--- src/rtl/sr_cmd_sequencer_pkg.sv ---
// Shared types and decode helpers for the SR latch command sequencer.
// State and command codes are fixed so they can be read directly off a waveform.
package sr_cmd_sequencer_pkg;

    localparam int unsigned CntW = 8;

    typedef enum logic [2:0] {
        StIdle  = 3'd0,
        StSetup = 3'd1,
        StPulse = 3'd2,
        StHold  = 3'd3,
        StGap   = 3'd4
    } state_e;

    typedef enum logic {
        CmdSet = 1'b0,
        CmdRst = 1'b1
    } cmd_e;

    typedef struct packed {
        logic s;
        logic r;
        logic enable;
        logic busy;
    } drive_t;

    // Latch drive levels for the cycle spent in a given state.
    function automatic drive_t decode_drive(state_e st, cmd_e cmd);
        drive_t d;
        d = '0;
        case (st)
            StSetup, StHold: begin
                d.s    = (cmd == CmdSet);
                d.r    = (cmd == CmdRst);
                d.busy = 1'b1;
            end
            StPulse: begin
                d.s      = (cmd == CmdSet);
                d.r      = (cmd == CmdRst);
                d.enable = 1'b1;
                d.busy   = 1'b1;
            end
            StGap:   d.busy = 1'b1;
            default: d = '0;
        endcase
        return d;
    endfunction

    // Counter value loaded on entry to a state; the state ends when it reads zero.
    function automatic logic [CntW-1:0] cnt_reload(state_e st, int unsigned pulse_w,
                                                   int unsigned gap_w);
        logic [CntW-1:0] v;
        v = '0;
        case (st)
            StPulse: v = CntW'(pulse_w - 1);
            StGap:   v = CntW'(gap_w - 1);
            default: v = '0;
        endcase
        return v;
    endfunction

endpackage

--- src/rtl/sr_cmd_sequencer_if.sv ---
// Request and latch-drive bundle between a requester (master) and the sequencer (slave).
interface sr_cmd_sequencer_if;
    logic set_req;
    logic clr_req;
    logic S;
    logic R;
    logic Enable;
    logic busy;
    logic done;
    logic err_conflict;
    logic overrun;

    modport master (
        output set_req, clr_req,
        input  S, R, Enable, busy, done, err_conflict, overrun
    );

    modport slave (
        input  set_req, clr_req,
        output S, R, Enable, busy, done, err_conflict, overrun
    );
endinterface

--- src/rtl/rise_edge_det.sv ---
// One-bit rising-edge detector; history resets to 1 so a level held through reset
// must drop before it can fire.
module rise_edge_det (
    input  logic i_clk,
    input  logic i_rst,
    input  logic i_d,
    output logic o_rise
);
    logic r_hist;

    always_ff @(posedge i_clk) begin
        if (i_rst) begin
            r_hist <= 1'b1;
        end else begin
            r_hist <= i_d;
        end
    end

    assign o_rise = i_d & ~r_hist;
endmodule

--- src/rtl/sr_cmd_sequencer.sv ---
// Turns set/clear request edges into non-overlapping S/R/Enable command pulses for a
// gated SR latch, with a one-deep pending slot for requests that arrive while busy.
module sr_cmd_sequencer
    import sr_cmd_sequencer_pkg::*;
#(
    parameter int unsigned PULSE_W = 2,
    parameter int unsigned GAP_W   = 4
) (
    input  logic                clk,
    input  logic                rst,
    sr_cmd_sequencer_if.slave   bus
);
    logic   w_set_rise;
    logic   w_clr_rise;
    logic   w_conflict;
    logic   w_one;
    cmd_e   w_req_cmd;

    state_e          r_state,    w_state_nxt;
    cmd_e            r_cmd,      w_cmd_nxt;
    logic [CntW-1:0] r_cnt,      w_cnt_nxt;
    logic            r_pend_vld, w_pend_vld_nxt;
    cmd_e            r_pend_cmd, w_pend_cmd_nxt;
    logic            w_exit;
    logic            w_ovr_nxt;
    drive_t          w_drive_nxt;

    logic r_s;
    logic r_r;
    logic r_en;
    logic r_busy;
    logic r_done;
    logic r_err;
    logic r_ovr;

    rise_edge_det u_set_edge (
        .i_clk  (clk),
        .i_rst  (rst),
        .i_d    (bus.set_req),
        .o_rise (w_set_rise)
    );

    rise_edge_det u_clr_edge (
        .i_clk  (clk),
        .i_rst  (rst),
        .i_d    (bus.clr_req),
        .o_rise (w_clr_rise)
    );

    // Simultaneous edges are rejected outright; only a lone edge counts as a request.
    assign w_conflict = w_set_rise & w_clr_rise;
    assign w_one      = w_set_rise ^ w_clr_rise;
    assign w_req_cmd  = w_clr_rise ? CmdRst : CmdSet;

    always_comb begin
        w_state_nxt    = r_state;
        w_cmd_nxt      = r_cmd;
        w_pend_vld_nxt = r_pend_vld;
        w_pend_cmd_nxt = r_pend_cmd;
        w_ovr_nxt      = 1'b0;
        w_exit         = 1'b0;

        case (r_state)
            StIdle: begin
                if (w_one) begin
                    w_state_nxt = StSetup;
                    w_cmd_nxt   = w_req_cmd;
                end
            end
            StSetup: w_state_nxt = StPulse;
            StPulse: begin
                if (r_cnt == '0) begin
                    w_state_nxt = StHold;
                end
            end
            StHold: begin
                if (GAP_W == 0) begin
                    w_exit = 1'b1;
                end else begin
                    w_state_nxt = StGap;
                end
            end
            StGap: begin
                if (r_cnt == '0) begin
                    w_exit = 1'b1;
                end
            end
            default: w_state_nxt = StIdle;
        endcase

        if (w_exit) begin
            // Pending work wins; a same-edge request then refills the freed slot.
            if (r_pend_vld) begin
                w_state_nxt    = StSetup;
                w_cmd_nxt      = r_pend_cmd;
                w_pend_vld_nxt = w_one;
                if (w_one) begin
                    w_pend_cmd_nxt = w_req_cmd;
                end
            end else if (w_one) begin
                w_state_nxt = StSetup;
                w_cmd_nxt   = w_req_cmd;
            end else begin
                w_state_nxt = StIdle;
            end
        end else if (r_state != StIdle && w_one) begin
            w_ovr_nxt      = r_pend_vld;
            w_pend_vld_nxt = 1'b1;
            w_pend_cmd_nxt = w_req_cmd;
        end

        if (w_state_nxt != r_state) begin
            w_cnt_nxt = cnt_reload(w_state_nxt, PULSE_W, GAP_W);
        end else if (r_cnt != '0) begin
            w_cnt_nxt = r_cnt - 1'b1;
        end else begin
            w_cnt_nxt = r_cnt;
        end

        w_drive_nxt = decode_drive(w_state_nxt, w_cmd_nxt);
    end

    always_ff @(posedge clk) begin
        if (rst) begin
            r_state    <= StIdle;
            r_cmd      <= CmdSet;
            r_cnt      <= '0;
            r_pend_vld <= 1'b0;
            r_pend_cmd <= CmdSet;
            r_s        <= 1'b0;
            r_r        <= 1'b0;
            r_en       <= 1'b0;
            r_busy     <= 1'b0;
            r_done     <= 1'b0;
            r_err      <= 1'b0;
            r_ovr      <= 1'b0;
        end else begin
            r_state    <= w_state_nxt;
            r_cmd      <= w_cmd_nxt;
            r_cnt      <= w_cnt_nxt;
            r_pend_vld <= w_pend_vld_nxt;
            r_pend_cmd <= w_pend_cmd_nxt;
            r_s        <= w_drive_nxt.s;
            r_r        <= w_drive_nxt.r;
            r_en       <= w_drive_nxt.enable;
            r_busy     <= w_drive_nxt.busy;
            r_done     <= (r_state == StHold);
            r_err      <= w_conflict;
            r_ovr      <= w_ovr_nxt;
        end
    end

    assign bus.S            = r_s;
    assign bus.R            = r_r;
    assign bus.Enable       = r_en;
    assign bus.busy         = r_busy;
    assign bus.done         = r_done;
    assign bus.err_conflict = r_err;
    assign bus.overrun      = r_ovr;
endmodule

--- src/flat_wrapper.sv ---
// flat-port wrapper written by rule: the top's interface ports become plain ports
module sr_cmd_sequencer_flat import sr_cmd_sequencer_pkg::*;
#(
    parameter int unsigned PULSE_W = 2,
    parameter int unsigned GAP_W   = 4
)
  (clk, rst, bus_set_req, bus_clr_req, bus_S, bus_R, bus_Enable, bus_busy, bus_done, bus_err_conflict, bus_overrun);
  sr_cmd_sequencer_if bus_i ();
  input  logic clk;
  input  logic rst;
  input wire logic [$bits(bus_i.set_req)-1:0] bus_set_req;
  input wire logic [$bits(bus_i.clr_req)-1:0] bus_clr_req;
  output wire logic [$bits(bus_i.S)-1:0] bus_S;
  output wire logic [$bits(bus_i.R)-1:0] bus_R;
  output wire logic [$bits(bus_i.Enable)-1:0] bus_Enable;
  output wire logic [$bits(bus_i.busy)-1:0] bus_busy;
  output wire logic [$bits(bus_i.done)-1:0] bus_done;
  output wire logic [$bits(bus_i.err_conflict)-1:0] bus_err_conflict;
  output wire logic [$bits(bus_i.overrun)-1:0] bus_overrun;
  assign bus_i.set_req = bus_set_req;
  assign bus_i.clr_req = bus_clr_req;
  assign bus_S = bus_i.S;
  assign bus_R = bus_i.R;
  assign bus_Enable = bus_i.Enable;
  assign bus_busy = bus_i.busy;
  assign bus_done = bus_i.done;
  assign bus_err_conflict = bus_i.err_conflict;
  assign bus_overrun = bus_i.overrun;
  sr_cmd_sequencer #(.PULSE_W(PULSE_W), .GAP_W(GAP_W)) u_core (.clk(clk), .rst(rst), .bus(bus_i));
endmodule
--- config.mk ---
export PLATFORM = sky130hd
export DESIGN_NAME = sr_cmd_sequencer_flat
export DESIGN_NICKNAME = d
export VERILOG_FILES = /design/src/rtl/sr_cmd_sequencer_pkg.sv /design/src/rtl/sr_cmd_sequencer_if.sv /design/src/rtl/rise_edge_det.sv /design/src/rtl/sr_cmd_sequencer.sv /design/src/flat_wrapper.sv
export SDC_FILE = /design/constraint.sdc
export NUM_CORES = 1
export LEC_CHECK = 0
export ABC_AREA = 1
export CAP_MARGIN = 15
export CORE_MARGIN = 2
export CORE_UTILIZATION = 30
export DETAILED_ROUTE_END_ITERATION = 8
export PLACE_DENSITY = 0.58
export SLEW_MARGIN = 20
export SYNTH_ARGS = -nofsm -noshare
export SYNTH_HDL_FRONTEND = slang
export SYNTH_SLANG_ARGS = --single-unit
--- constraint.sdc ---
create_clock -name clk -period 1.8 [get_ports clk]
set_input_delay 0.36 -clock clk [delete_from_list [all_inputs] [get_ports clk]]
set_output_delay 0.36 -clock clk [all_outputs]
set_load 0.01 [all_outputs]
==> flow_summary.json <==
{
  "postSynthCellCount": 142,
  "drc": 0,
  "gr-usage-met1_pct": 12.97,
  "grt.total_usage_pct": 10.93,
  "holdPathStages": 2,
  "r2r-start": "u_core.r_cnt[0]",
  "ir_drop_mv": 0.4036,
  "skew_ns": 0.005016,
  "period_minus_slack_ns": 1.706,
  "setup_viol": 0,
  "wirelength_um": 1951,
  "drive_gt1_share_pct": 20.89,
  "synth_top_family_by_area": "simple AND/OR/NAND/NOR gates",
  "synth-xor-area-share_pct": 4.817,
  "die_w_um": 64.31,
  "ctsHoldBuffers": 0,
  "place_inst": 199,
  "use_met2_pct": 19.01,
  "worst-path-max-fanout": 6,
  "dieArea_um2": 4135,
  "start_kind": "input pin",
  "synth_compound_area_share_pct": 7.913,
  "crit_path_start": "bus_clr_req",
  "min_path_type": "reg2reg",
  "r2r_slack_ns": 0.16,
  "worst_ep_required_time_ns": 2.02,
  "hold_path_end": "u_core.r_pend_cmd",
  "r2r_cells": 9,
  "dpl-instance-area_um2": 1260,
  "ant_nets": 0,
  "met3_usage_pct": 3.169,
  "slowest_delay_ns": 0.45,
  "fin_util_pct": 38.72,
  "tritoncts": "built",
  "syn_avg_cell_area_um2": 7.683,
  "areaGrowthSynthToFinish_pct": 21.22,
  "vias": 892,
  "first_pass_iters": 4,
  "cap_violations": 0,
  "clock_latency_ns": 0.31,
  "rsz0062_at_grt": "true",
  "place.gp.congestion": 0.8025,
  "slowest_stage": "clkdlybuf4s50_1",
  "cp_cell_sequence": "clkdlybuf4s50_1 -> inv_1 -> nor2_2 -> ha_1 -> inv_2 -> a21oi_2 -> nand2_1 -> nand2_2 -> nand2_4 -> nand2_1 -> and3_1",
  "fin_crit_sh_pct": 94.78,
  "synth.distinct_cells": 29,
  "seq_area_frac_synth_pct": 42.20,
  "arrival_ns": 1.93,
  "relSlewSlack_pct": 83.23,
  "synth.area.mux_share_pct": 0,
  "grt_max_degree": 15,
  "status": "finished clean",
  "core_um2": 3416,
  "fin_area_um2": 1323,
  "route.detailed.vias_per_inst": 4.373,
  "worstHoldStart": "u_core.r_pend_cmd",
  "worstSetupPathType": "in2reg",
  "synthSimpleGateAreaFrac_pct": 34.86,
  "r2r_end": "u_core.r_cnt[7]",
  "ios": 11,
  "rows": 21,
  "post_drt_wl_per_cell_um": 9.564,
  "place_hpwl_um": 1549,
  "diodes": 0,
  "syn_nets": 148,
  "final_nets": 165,
  "clk_path_buf_depth": 2,
  "start_util_pct": 31.94,
  "leakagePower_nw": 0.5664,
  "clock_sinks": 23,
  "ys_ff_latch": 23,
  "fmax_mhz": 586.2,
  "synth-adder-area-share_pct": 2.294,
  "grt_pass1_vias": 876,
  "timing_hold_violations_final": 0,
  "synth-warning-count": 0,
  "p_per_area_nw_per_um2": 1553,
  "drt_iter0_drc": 22,
  "htreeDepth": 1,
  "end_kind": "register",
  "die_height_um": 64.31,
  "grt-ovfl-total": 0,
  "netlist_area_um2": 1091,
  "grt_pass1_wl_um": 3553,
  "maxSlewViolCount": 0,
  "final_cells": 204,
  "grt_busiest_layer": "met2",
  "cts_root_buf": "clkbuf_4",
  "crit_top_cell": "nand2_1",
  "clkTransAtPathRegs_ns": 0.13,
  "tightest_slew_ns": 0.2502,
  "numCtsBuffers": 3,
  "numPortBuffers": 10,
  "antenna_found_initial": 0,
  "power_w": 0.002054
}
==> cells in the final DEF, fill, tap and decap left out, drive strengths merged, types with 4 or more instances in the layout <==
cell type      synthesis  final
nor2                  33     33
nand2                 26     26
dfxtp                 23     23
inv                   22     22
clkdlybuf4s50          0     10
o21ai                  7      7
nand3                  6      6
xor2                   5      5
a21oi                  5      5
nor3                   4      4
==> cell families after synthesis <==
logic type | Yosys count
adders and majority gates | 2
DFF | 23
xor gates and xnor gates | 6
and+or+nand+nor | 73
AOI/OAI and AO/OA | 15
buffers and inverters | 23
==> worst max-delay path by stage <==
stage,depth (start not counted),end,slack (ns)
2_1_floorplan,11,u_core.r_cnt[0],0.21
3_3_place_gp,12,u_core.r_cnt[0],-0.28
3_5_place_dp,12,u_core.r_cnt[0],-0.34
4_1_cts,12,u_core.r_cnt[0],0.008
5_1_grt,13,u_core.r_cnt[0],-0.05
6_report,11,u_core.bus.S,0.09
==> state kept, by name, indices dropped and copies added, names as in the netlist <==
signal	count
u_core.r_cnt	8
u_core.r_state	3
u_core.bus.Enable	1
u_core.bus.R	1
u_core.bus.S	1
u_core.bus.busy	1
u_core.bus.done	1
u_core.bus.err_conflict	1
u_core.bus.overrun	1
u_core.r_cmd	1
u_core.r_pend_cmd	1
u_core.r_pend_vld	1
u_core.u_clr_edge.r_hist	1
u_core.u_set_edge.r_hist	1
==> final cells by class <==
class / instances / area (um2)
clock inverters: 1 / 7.507
flip-flops and latches: 23 / 460.4
multi-input cells: 96 / 569.3
inverters: 22 / 82.58
well taps: 46 / 57.56
fillers: 367 / 2093
clock buffers: 3 / 22.52
repair buffers: 13 / 122.6
==> synthesized netlist by cell type <==
library cell | number | area share (%)
xor2_1 | 5 | 4.0
a21oi_1 | 4 | 1.8
dfxtp_1 | 23 | 42
o211ai_1 | 1 | 0.69
o21ai_1 | 4 | 1.8
a21oi_2 | 1 | 0.80
nand4_1 | 1 | 0.57
and3_1 | 1 | 0.57
xnor2_1 | 1 | 0.80
nand4_4 | 1 | 1.9
inv_2 | 3 | 1.0
a21boi_1 | 1 | 0.69
nor4_1 | 1 | 0.57
inv_1 | 19 | 6.5
o21ai_0 | 3 | 1.4
nor2_8 | 1 | 1.8
o21a_1 | 1 | 0.69
ha_1 | 2 | 2.3
nand3_2 | 1 | 0.92
nor2_4 | 2 | 2.1
nand2_1 | 21 | 7.2
nand2_2 | 4 | 2.3
clkbuf_1 | 1 | 0.34
nand2_4 | 1 | 1.0
nor2_1 | 26 | 8.9
nor2_2 | 4 | 2.3
nor3_1 | 3 | 1.4
nand3_1 | 5 | 2.3
nor3_2 | 1 | 0.92
==> per-layer routing <==
layer | wire length (um) | up-vias
met3 | 57 | 3
met1 | 898 | 400
li1 | - | 479
met5 | 0 | -
met4 | 12 | 0
met2 | 982 | 10
==> stage by stage <==
stage | TNS, ns | hold WS (ns) | setup slack [ns]
2_1_floorplan | 0 | 0.4387 | 0.2136
3_3_place_gp | -2.919 | 0.4499 | -0.2814
3_5_place_dp | -3.715 | 0.4599 | -0.3380
4_1_cts | 0 | 0.4791 | 0.008356
5_1_grt | -0.08291 | 0.5001 | -0.05114
6_report | 0 | 0.4731 | 0.09396
==> critical path, delay by kind of cell <==
family | cells | cell delay (ns)
and+or+nand+nor | 6 | 0.61
AOI/OAI and AO/OA | 1 | 0.06
buffers and inverters | 3 | 0.62
adders and majority gates | 1 | 0.28
==> where the power goes <==
part / leakage [nW] / total, W / internal (W) / switching (W)
clock: 0.0139 / 0.000239 / 0.0000848 / 0.000155
sequential: 0.188 / 0.000710 / 0.000625 / 0.0000847
combinational: 0.364 / 0.00111 / 0.000429 / 0.000676
==> what timing repair did <==
item / in CTS / in global routing
setup buffers: 0 / 1
resized for setup: 0 / 9
setup endpoints to repair: 0 / 12
Note: power is estimated with default switching activity, not from simulation.
